**config.mk**
```make
export PLATFORM = sky130hd
export DESIGN_NAME = ysyx_040978_div_ctrl_flat
export DESIGN_NICKNAME = d
export VERILOG_FILES = /design/src/rtl/ysyx_040978_div_ctrl_if.sv /design/src/rtl/ysyx_040978_div_ctrl.sv /design/src/flat_wrapper.sv
export SDC_FILE = /design/constraint.sdc
export NUM_CORES = 1
export LEC_CHECK = 0
export ABC_AREA = 0
export BUFFER_PORTS_ARGS = -buffer_cell sky130_fd_sc_hd__buf_4
export CORE_AREA = 8 8 174 176
export DETAILED_ROUTE_END_ITERATION = 10
export DIE_AREA = 0 0 182 184
export PLACE_DENSITY = 0.66
export SLEW_MARGIN = 20
export SYNTH_ARGS = -nofsm -noshare
export SYNTH_HDL_FRONTEND = slang
export SYNTH_SLANG_ARGS = --single-unit
```
**constraint.sdc**
```tcl
create_clock -name clock -period 2.6 [get_ports clock]
set_clock_uncertainty 0.15 [all_clocks]
set_input_delay 0.26 -clock clock [delete_from_list [all_inputs] [get_ports clock]]
set_output_delay 0.26 -clock clock [all_outputs]
set_load 0.01 [all_outputs]
```
**src/rtl/ysyx_040978_div_ctrl_if.sv**
```systemverilog
// Request/response handshake plus the command/result channel to the iterative divider.
// The controller takes the slave view; the environment takes the master view.
interface ysyx_040978_div_ctrl_if;
  logic        in_valid;
  logic        in_ready;
  logic [1:0]  op;
  logic        is_word;
  logic [63:0] src1;
  logic [63:0] src2;
  logic        out_valid;
  logic        out_ready;
  logic [63:0] out_result;
  logic        dv_in_valid;
  logic        dv_signed;
  logic [63:0] dv_dividend;
  logic [63:0] dv_divisor;
  logic        dv_out_valid;
  logic [63:0] dv_quotient;
  logic [63:0] dv_remainder;

  modport slave (
    input  in_valid, op, is_word, src1, src2, out_ready,
    input  dv_out_valid, dv_quotient, dv_remainder,
    output in_ready, out_valid, out_result,
    output dv_in_valid, dv_signed, dv_dividend, dv_divisor
  );

  modport master (
    output in_valid, op, is_word, src1, src2, out_ready,
    output dv_out_valid, dv_quotient, dv_remainder,
    input  in_ready, out_valid, out_result,
    input  dv_in_valid, dv_signed, dv_dividend, dv_divisor
  );
endinterface

```
**src/rtl/ysyx_040978_div_ctrl.sv**
```systemverilog
// RV64 M-extension divide/remainder controller: prepares operands, resolves divide-by-zero
// and signed overflow locally, otherwise sequences one run of an external iterative divider.
module ysyx_040978_div_ctrl (
  input logic                   clock,
  input logic                   reset,
  ysyx_040978_div_ctrl_if.slave bus
);

  localparam logic [1:0] StIdle  = 2'd0;
  localparam logic [1:0] StIssue = 2'd1;
  localparam logic [1:0] StWait  = 2'd2;
  localparam logic [1:0] StDone  = 2'd3;

  localparam logic [63:0] MinS64 = 64'h8000_0000_0000_0000;
  localparam logic [63:0] MinS32 = 64'hFFFF_FFFF_8000_0000;
  localparam logic [63:0] AllOne = 64'hFFFF_FFFF_FFFF_FFFF;

  logic [1:0]  state_q, state_d;
  logic [1:0]  op_q;
  logic        is_word_q;
  logic [63:0] dividend_q, divisor_q;
  logic [63:0] result_q, result_d;

  logic        accept;
  logic [63:0] dividend_p, divisor_p;
  logic        div_zero, overflow, special;
  logic [63:0] special_sel, special_res;
  logic [63:0] dv_sel, dv_res;

  // W-forms work on the low word, extended according to signedness.
  always_comb begin
    dividend_p = bus.src1;
    divisor_p  = bus.src2;
    if (bus.is_word) begin
      if (bus.op[0]) begin
        dividend_p = {32'b0, bus.src1[31:0]};
        divisor_p  = {32'b0, bus.src2[31:0]};
      end else begin
        dividend_p = {{32{bus.src1[31]}}, bus.src1[31:0]};
        divisor_p  = {{32{bus.src2[31]}}, bus.src2[31:0]};
      end
    end
  end

  assign accept   = bus.in_valid && (state_q == StIdle);
  assign div_zero = (divisor_p == 64'd0);
  assign overflow = !bus.op[0] && (divisor_p == AllOne) &&
                    (dividend_p == (bus.is_word ? MinS32 : MinS64));
  assign special  = div_zero || overflow;

  always_comb begin
    if (div_zero) special_sel = bus.op[1] ? dividend_p : AllOne;
    else          special_sel = bus.op[1] ? 64'd0 : dividend_p;
    special_res = bus.is_word ? {{32{special_sel[31]}}, special_sel[31:0]} : special_sel;
  end

  always_comb begin
    dv_sel = op_q[1] ? bus.dv_remainder : bus.dv_quotient;
    dv_res = is_word_q ? {{32{dv_sel[31]}}, dv_sel[31:0]} : dv_sel;
  end

  always_comb begin
    state_d  = state_q;
    result_d = result_q;
    unique case (state_q)
      StIdle: begin
        if (accept) begin
          if (special) begin
            state_d  = StDone;
            result_d = special_res;
          end else begin
            state_d = StIssue;
          end
        end
      end
      StIssue: state_d = StWait;
      StWait: begin
        // Completion pulses are only meaningful while a run is outstanding.
        if (bus.dv_out_valid) begin
          state_d  = StDone;
          result_d = dv_res;
        end
      end
      StDone: begin
        if (bus.out_ready) state_d = StIdle;
      end
      default: state_d = StIdle;
    endcase
  end

  always_ff @(posedge clock) begin
    if (reset) begin
      state_q    <= StIdle;
      op_q       <= 2'b00;
      is_word_q  <= 1'b0;
      dividend_q <= 64'd0;
      divisor_q  <= 64'd0;
      result_q   <= 64'd0;
    end else begin
      state_q  <= state_d;
      result_q <= result_d;
      if (accept) begin
        op_q       <= bus.op;
        is_word_q  <= bus.is_word;
        dividend_q <= dividend_p;
        divisor_q  <= divisor_p;
      end
    end
  end

  assign bus.in_ready    = (state_q == StIdle);
  assign bus.out_valid   = (state_q == StDone);
  assign bus.out_result  = result_q;
  assign bus.dv_in_valid = (state_q == StIssue);
  assign bus.dv_signed   = ~op_q[0];
  assign bus.dv_dividend = dividend_q;
  assign bus.dv_divisor  = divisor_q;

endmodule

```
**src/flat_wrapper.sv**
```systemverilog
// flat-port wrapper written by rule: the top's interface ports become plain ports
module ysyx_040978_div_ctrl_flat 
  (clock, reset, bus_in_valid, bus_op, bus_is_word, bus_src1, bus_src2, bus_out_ready, bus_dv_out_valid, bus_dv_quotient, bus_dv_remainder, bus_in_ready, bus_out_valid, bus_out_result, bus_dv_in_valid, bus_dv_signed, bus_dv_dividend, bus_dv_divisor);
  ysyx_040978_div_ctrl_if bus_i ();
  input logic clock;
  input logic reset;
  input wire logic [$bits(bus_i.in_valid)-1:0] bus_in_valid;
  input wire logic [$bits(bus_i.op)-1:0] bus_op;
  input wire logic [$bits(bus_i.is_word)-1:0] bus_is_word;
  input wire logic [$bits(bus_i.src1)-1:0] bus_src1;
  input wire logic [$bits(bus_i.src2)-1:0] bus_src2;
  input wire logic [$bits(bus_i.out_ready)-1:0] bus_out_ready;
  input wire logic [$bits(bus_i.dv_out_valid)-1:0] bus_dv_out_valid;
  input wire logic [$bits(bus_i.dv_quotient)-1:0] bus_dv_quotient;
  input wire logic [$bits(bus_i.dv_remainder)-1:0] bus_dv_remainder;
  output wire logic [$bits(bus_i.in_ready)-1:0] bus_in_ready;
  output wire logic [$bits(bus_i.out_valid)-1:0] bus_out_valid;
  output wire logic [$bits(bus_i.out_result)-1:0] bus_out_result;
  output wire logic [$bits(bus_i.dv_in_valid)-1:0] bus_dv_in_valid;
  output wire logic [$bits(bus_i.dv_signed)-1:0] bus_dv_signed;
  output wire logic [$bits(bus_i.dv_dividend)-1:0] bus_dv_dividend;
  output wire logic [$bits(bus_i.dv_divisor)-1:0] bus_dv_divisor;
  assign bus_i.in_valid = bus_in_valid;
  assign bus_i.op = bus_op;
  assign bus_i.is_word = bus_is_word;
  assign bus_i.src1 = bus_src1;
  assign bus_i.src2 = bus_src2;
  assign bus_i.out_ready = bus_out_ready;
  assign bus_i.dv_out_valid = bus_dv_out_valid;
  assign bus_i.dv_quotient = bus_dv_quotient;
  assign bus_i.dv_remainder = bus_dv_remainder;
  assign bus_in_ready = bus_i.in_ready;
  assign bus_out_valid = bus_i.out_valid;
  assign bus_out_result = bus_i.out_result;
  assign bus_dv_in_valid = bus_i.dv_in_valid;
  assign bus_dv_signed = bus_i.dv_signed;
  assign bus_dv_dividend = bus_i.dv_dividend;
  assign bus_dv_divisor = bus_i.dv_divisor;
  ysyx_040978_div_ctrl u_core (.clock(clock), .reset(reset), .bus(bus_i));
endmodule
```
==> flow_summary.ini <==
[status]
status = completed

[setup_path]
ff2ff_setup_slack_ps = 260
crit_buf_inv = 5
r2r-end = u_core.bus.out_result[15]
critPathTopFamily = buffers and inverters
rr_startpoint = u_core.state_q[1]
path_max_fanout = 15
reg2reg_depth = 10
critPathKind = input pin to flop
crit_chain = dlygate4sd3_1 -> buf_4 -> nand4b_1 -> nor4_2 -> nand4_1 -> nor4_2 -> a21o_4 -> buf_4 -> buf_12 -> clkbuf_16 -> a211oi_2
cp_slowest_cell = dlygate4sd3_1
crit_path_start_kind = input pin
crit_required_ps = 2730
end_kind = flop
cp.arrival_ps = 2660
worst-path-stages = 11
worst_path_largest_cell_delay_ps = 530

[power]
powerDensity_mw_per_mm2 = 947
power_frac_clock_pct = 18.3
switching_share_pct = 40.5
p_seq_share_pct = 29.9
p_leak_nw = 6.52
combPwrFrac_pct = 51.9
vdd.ir_drop.worst_mv = 0.620
power_mw = 15.0
p_switching_mw = 6.10
power.internal_mw = 8.95

[synthesis]
yosys.cell_types.count = 46
yosys_warnings = 0
synth_cells = 1241
synth_simple_gate_area_share_pct = 21.5
synth_edf_count = 0
synth-main-ff-cell = dfxtp_1
avgSynthCellArea_um2 = 8.30
synthAdderAreaFrac_pct = 0.681
yosys-mux-area-fraction_pct = 6.71
synth-xor-area-share_pct = 0
syn_area_mm2 = 0.0103
syn_nets = 1509
synth_top_family_by_area = compound AO/OA/AOI/OAI gates
synth_compound_area_share_pct = 26.6
ys_ff_latch = 197
async_flop_share_pct = 0
ys_seq_area_share_pct = 38.3

[clock_tree]
cts_buffers = 17
clk_latency_ps = 420
clockBufferDepth = 2
clock-root-buffer = clkbuf_16
path_clk_slew_ps = 80
tritoncts = yes
cts.sinks = 197
htreeDepth = 4

[timing]
hold_viol_final = 0
rsz0062_at_grt = false
fin_crit_ps = 2530
whs_ps = 35.0
fmax_mhz = 395
worst_slack_ps = 69.9
fin_tns_setup_ps = 0
worst_pin_slew_ps = 755
drv_slew = 0
slew_headroom_pct = 49.7
finalCritPeriodShare_pct = 97.3
setup_violations = 0

[floorplan]
die_area_mm2 = 0.0335
fp.dieH_um = 184
rows = 61
core_mm2 = 0.0275
initial_utilization_pct = 37.5
ioPinCount = 460
die_x_um = 182

[worst_hold_path]
hold-path-cell-count = 3
hold_path.class = input pin to flop
worstHoldStart = bus_src2[48]
holdPathEnd = u_core.bus.dv_divisor[48]

[routing]
drt-total-wl_um = 45600
met2_length_um = 22400
drt-met1-wl_um = 18500
route.met3.wl_um = 3420
top_layer = met4
wire_per_inst_um = 21.6
drt_iter0_markers = 840
via_count = 11400
dr.pass1.iters = 5
ant_nets = 0
viasPerCell = 5.37
drc = 0

[layout]
final_util_pct = 57.8
instances_no_fill = 2116
layout_common_cells = buf_4, dfxtp_1, nand2_1
layout_commonest_cell = buf_4
fin_nets = 2025
syn_to_final_growth_pct = 54.3
design_area_mm2 = 0.0159
antenna_cells = 0
n_fill_cell = 2509
drive_gt1_share_pct = 41.4

[placed_design]
io_buffer_count = 459
gp_congestion = 0.912
placed_area_mm2 = 0.0145
dpl.hpwl_um = 33600
dp.cells = 2011
pre_cts_ws_ps = -335

[global_routing]
grt_pass1_vias = 11400
grt.total_usage_pct = 25.5
grt_pass1_wl_um = 67400
grt_max_degree = 118
antenna_found_initial = 0
overflow = 0

[run]
max_cap_violations = 0
-- flip-flops by register name, indices dropped and copies added, names as in the netlist --
signal	flops
u_core.bus.dv_dividend	64
u_core.bus.dv_divisor	64
u_core.bus.out_result	64
u_core.is_word_q	1
u_core.op_q	2
u_core.state_q	2
-- worst register-to-register path, cell delays in order, from the launching register on --
cell and delay (ps):
dfxtp_1 380, inv_1 80, ha_1 190, o21ai_1 300
nor2_1 80, a31o_1 230, a21o_4 190, buf_4 180
buf_12 140, clkbuf_16 180, a211oi_2 180
-- worst max path at each step --
stage	start	to	slack, ps
after floorplan	bus_src1[28]	u_core.bus.out_result[10]	200
after global placement	bus_src1[5]	u_core.bus.out_result[48]	-270
after detailed placement	bus_src1[16]	u_core.bus.out_result[51]	-330
after CTS	bus_src2[10]	u_core.bus.out_result[23]	7
after global routing	bus_src1[7]	u_core.bus.out_result[15]	20
final	bus_src1[7]	u_core.bus.out_result[15]	70
-- power by group through the flow --
stage          logic (mW)  registers [mW]  clock network [mW]
6_report             7.80            4.49                2.75
5_1_grt              8.39            4.60                2.94
4_1_cts              7.47            4.49                2.81
3_5_place_dp         7.37            4.56                   0
3_3_place_gp         7.25            4.54                   0
2_1_floorplan        4.03            4.87                   0
-- layer usage --
metal,GRT usage (%),up-vias
li1,-,5484
met4,8.63,0
met1,30.1,5318
met3,7.08,70
met2,44.2,484
met5,0,-
-- Yosys cell counts, types with 2 or more instances --
cell | n | share of area (%)
a211oi_1 | 64 | 4.7
a211oi_2 | 32 | 3.9
a21oi_1 | 162 | 7.9
a21oi_2 | 31 | 2.6
a31o_1 | 2 | 0.17
a31oi_1 | 34 | 2.1
and2_1 | 31 | 1.9
buf_1 | 7 | 0.26
buf_12 | 5 | 0.97
buf_2 | 15 | 0.73
buf_4 | 2 | 0.15
buf_6 | 6 | 0.66
clkbuf_1 | 85 | 3.1
dfxtp_1 | 197 | 38
ha_1 | 4 | 0.49
inv_1 | 8 | 0.29
maj3_1 | 2 | 0.19
mux2_2 | 32 | 3.5
mux2i_1 | 33 | 3.2
nand2_1 | 172 | 6.3
nand2b_1 | 34 | 2.1
nand3_1 | 2 | 0.097
nand4_1 | 15 | 0.91
nand4b_1 | 4 | 0.34
nor2_1 | 134 | 4.9
nor2_2 | 6 | 0.36
nor3_1 | 38 | 1.8
nor4_1 | 27 | 1.6
o21ai_0 | 3 | 0.15
o221ai_2 | 31 | 4.5
or4_1 | 7 | 0.51
or4b_1 | 2 | 0.19
-- final cells by class --
type	instances	area (um2)	share of cell area [%]
multi-input cells	915	5810	36.6
repair buffers	617	5070	31.9
flip-flops and latches	197	3950	24.8
clock buffers	19	433	2.72
well taps	346	433	2.72
clock inverters	13	163	1.02
inverters	9	33.8	0.213
-- cells by family (layout without fill, tap and decap cells) --
logic type,count (synthesis),count (layout)
buf+inv,129,658
flops,197,197
compound gates,367,367
simple gates,477,477
fa+ha+maj,6,6
mux,65,65
-- repair_timing --
action,CTS,global route
resized for setup,0,13
setup endpoints to repair,0,64
endpoints found under the hold margin,65,1
setup buffers,0,4
hold buffers,65,1
Note: power is estimated with default switching activity, not from simulation.
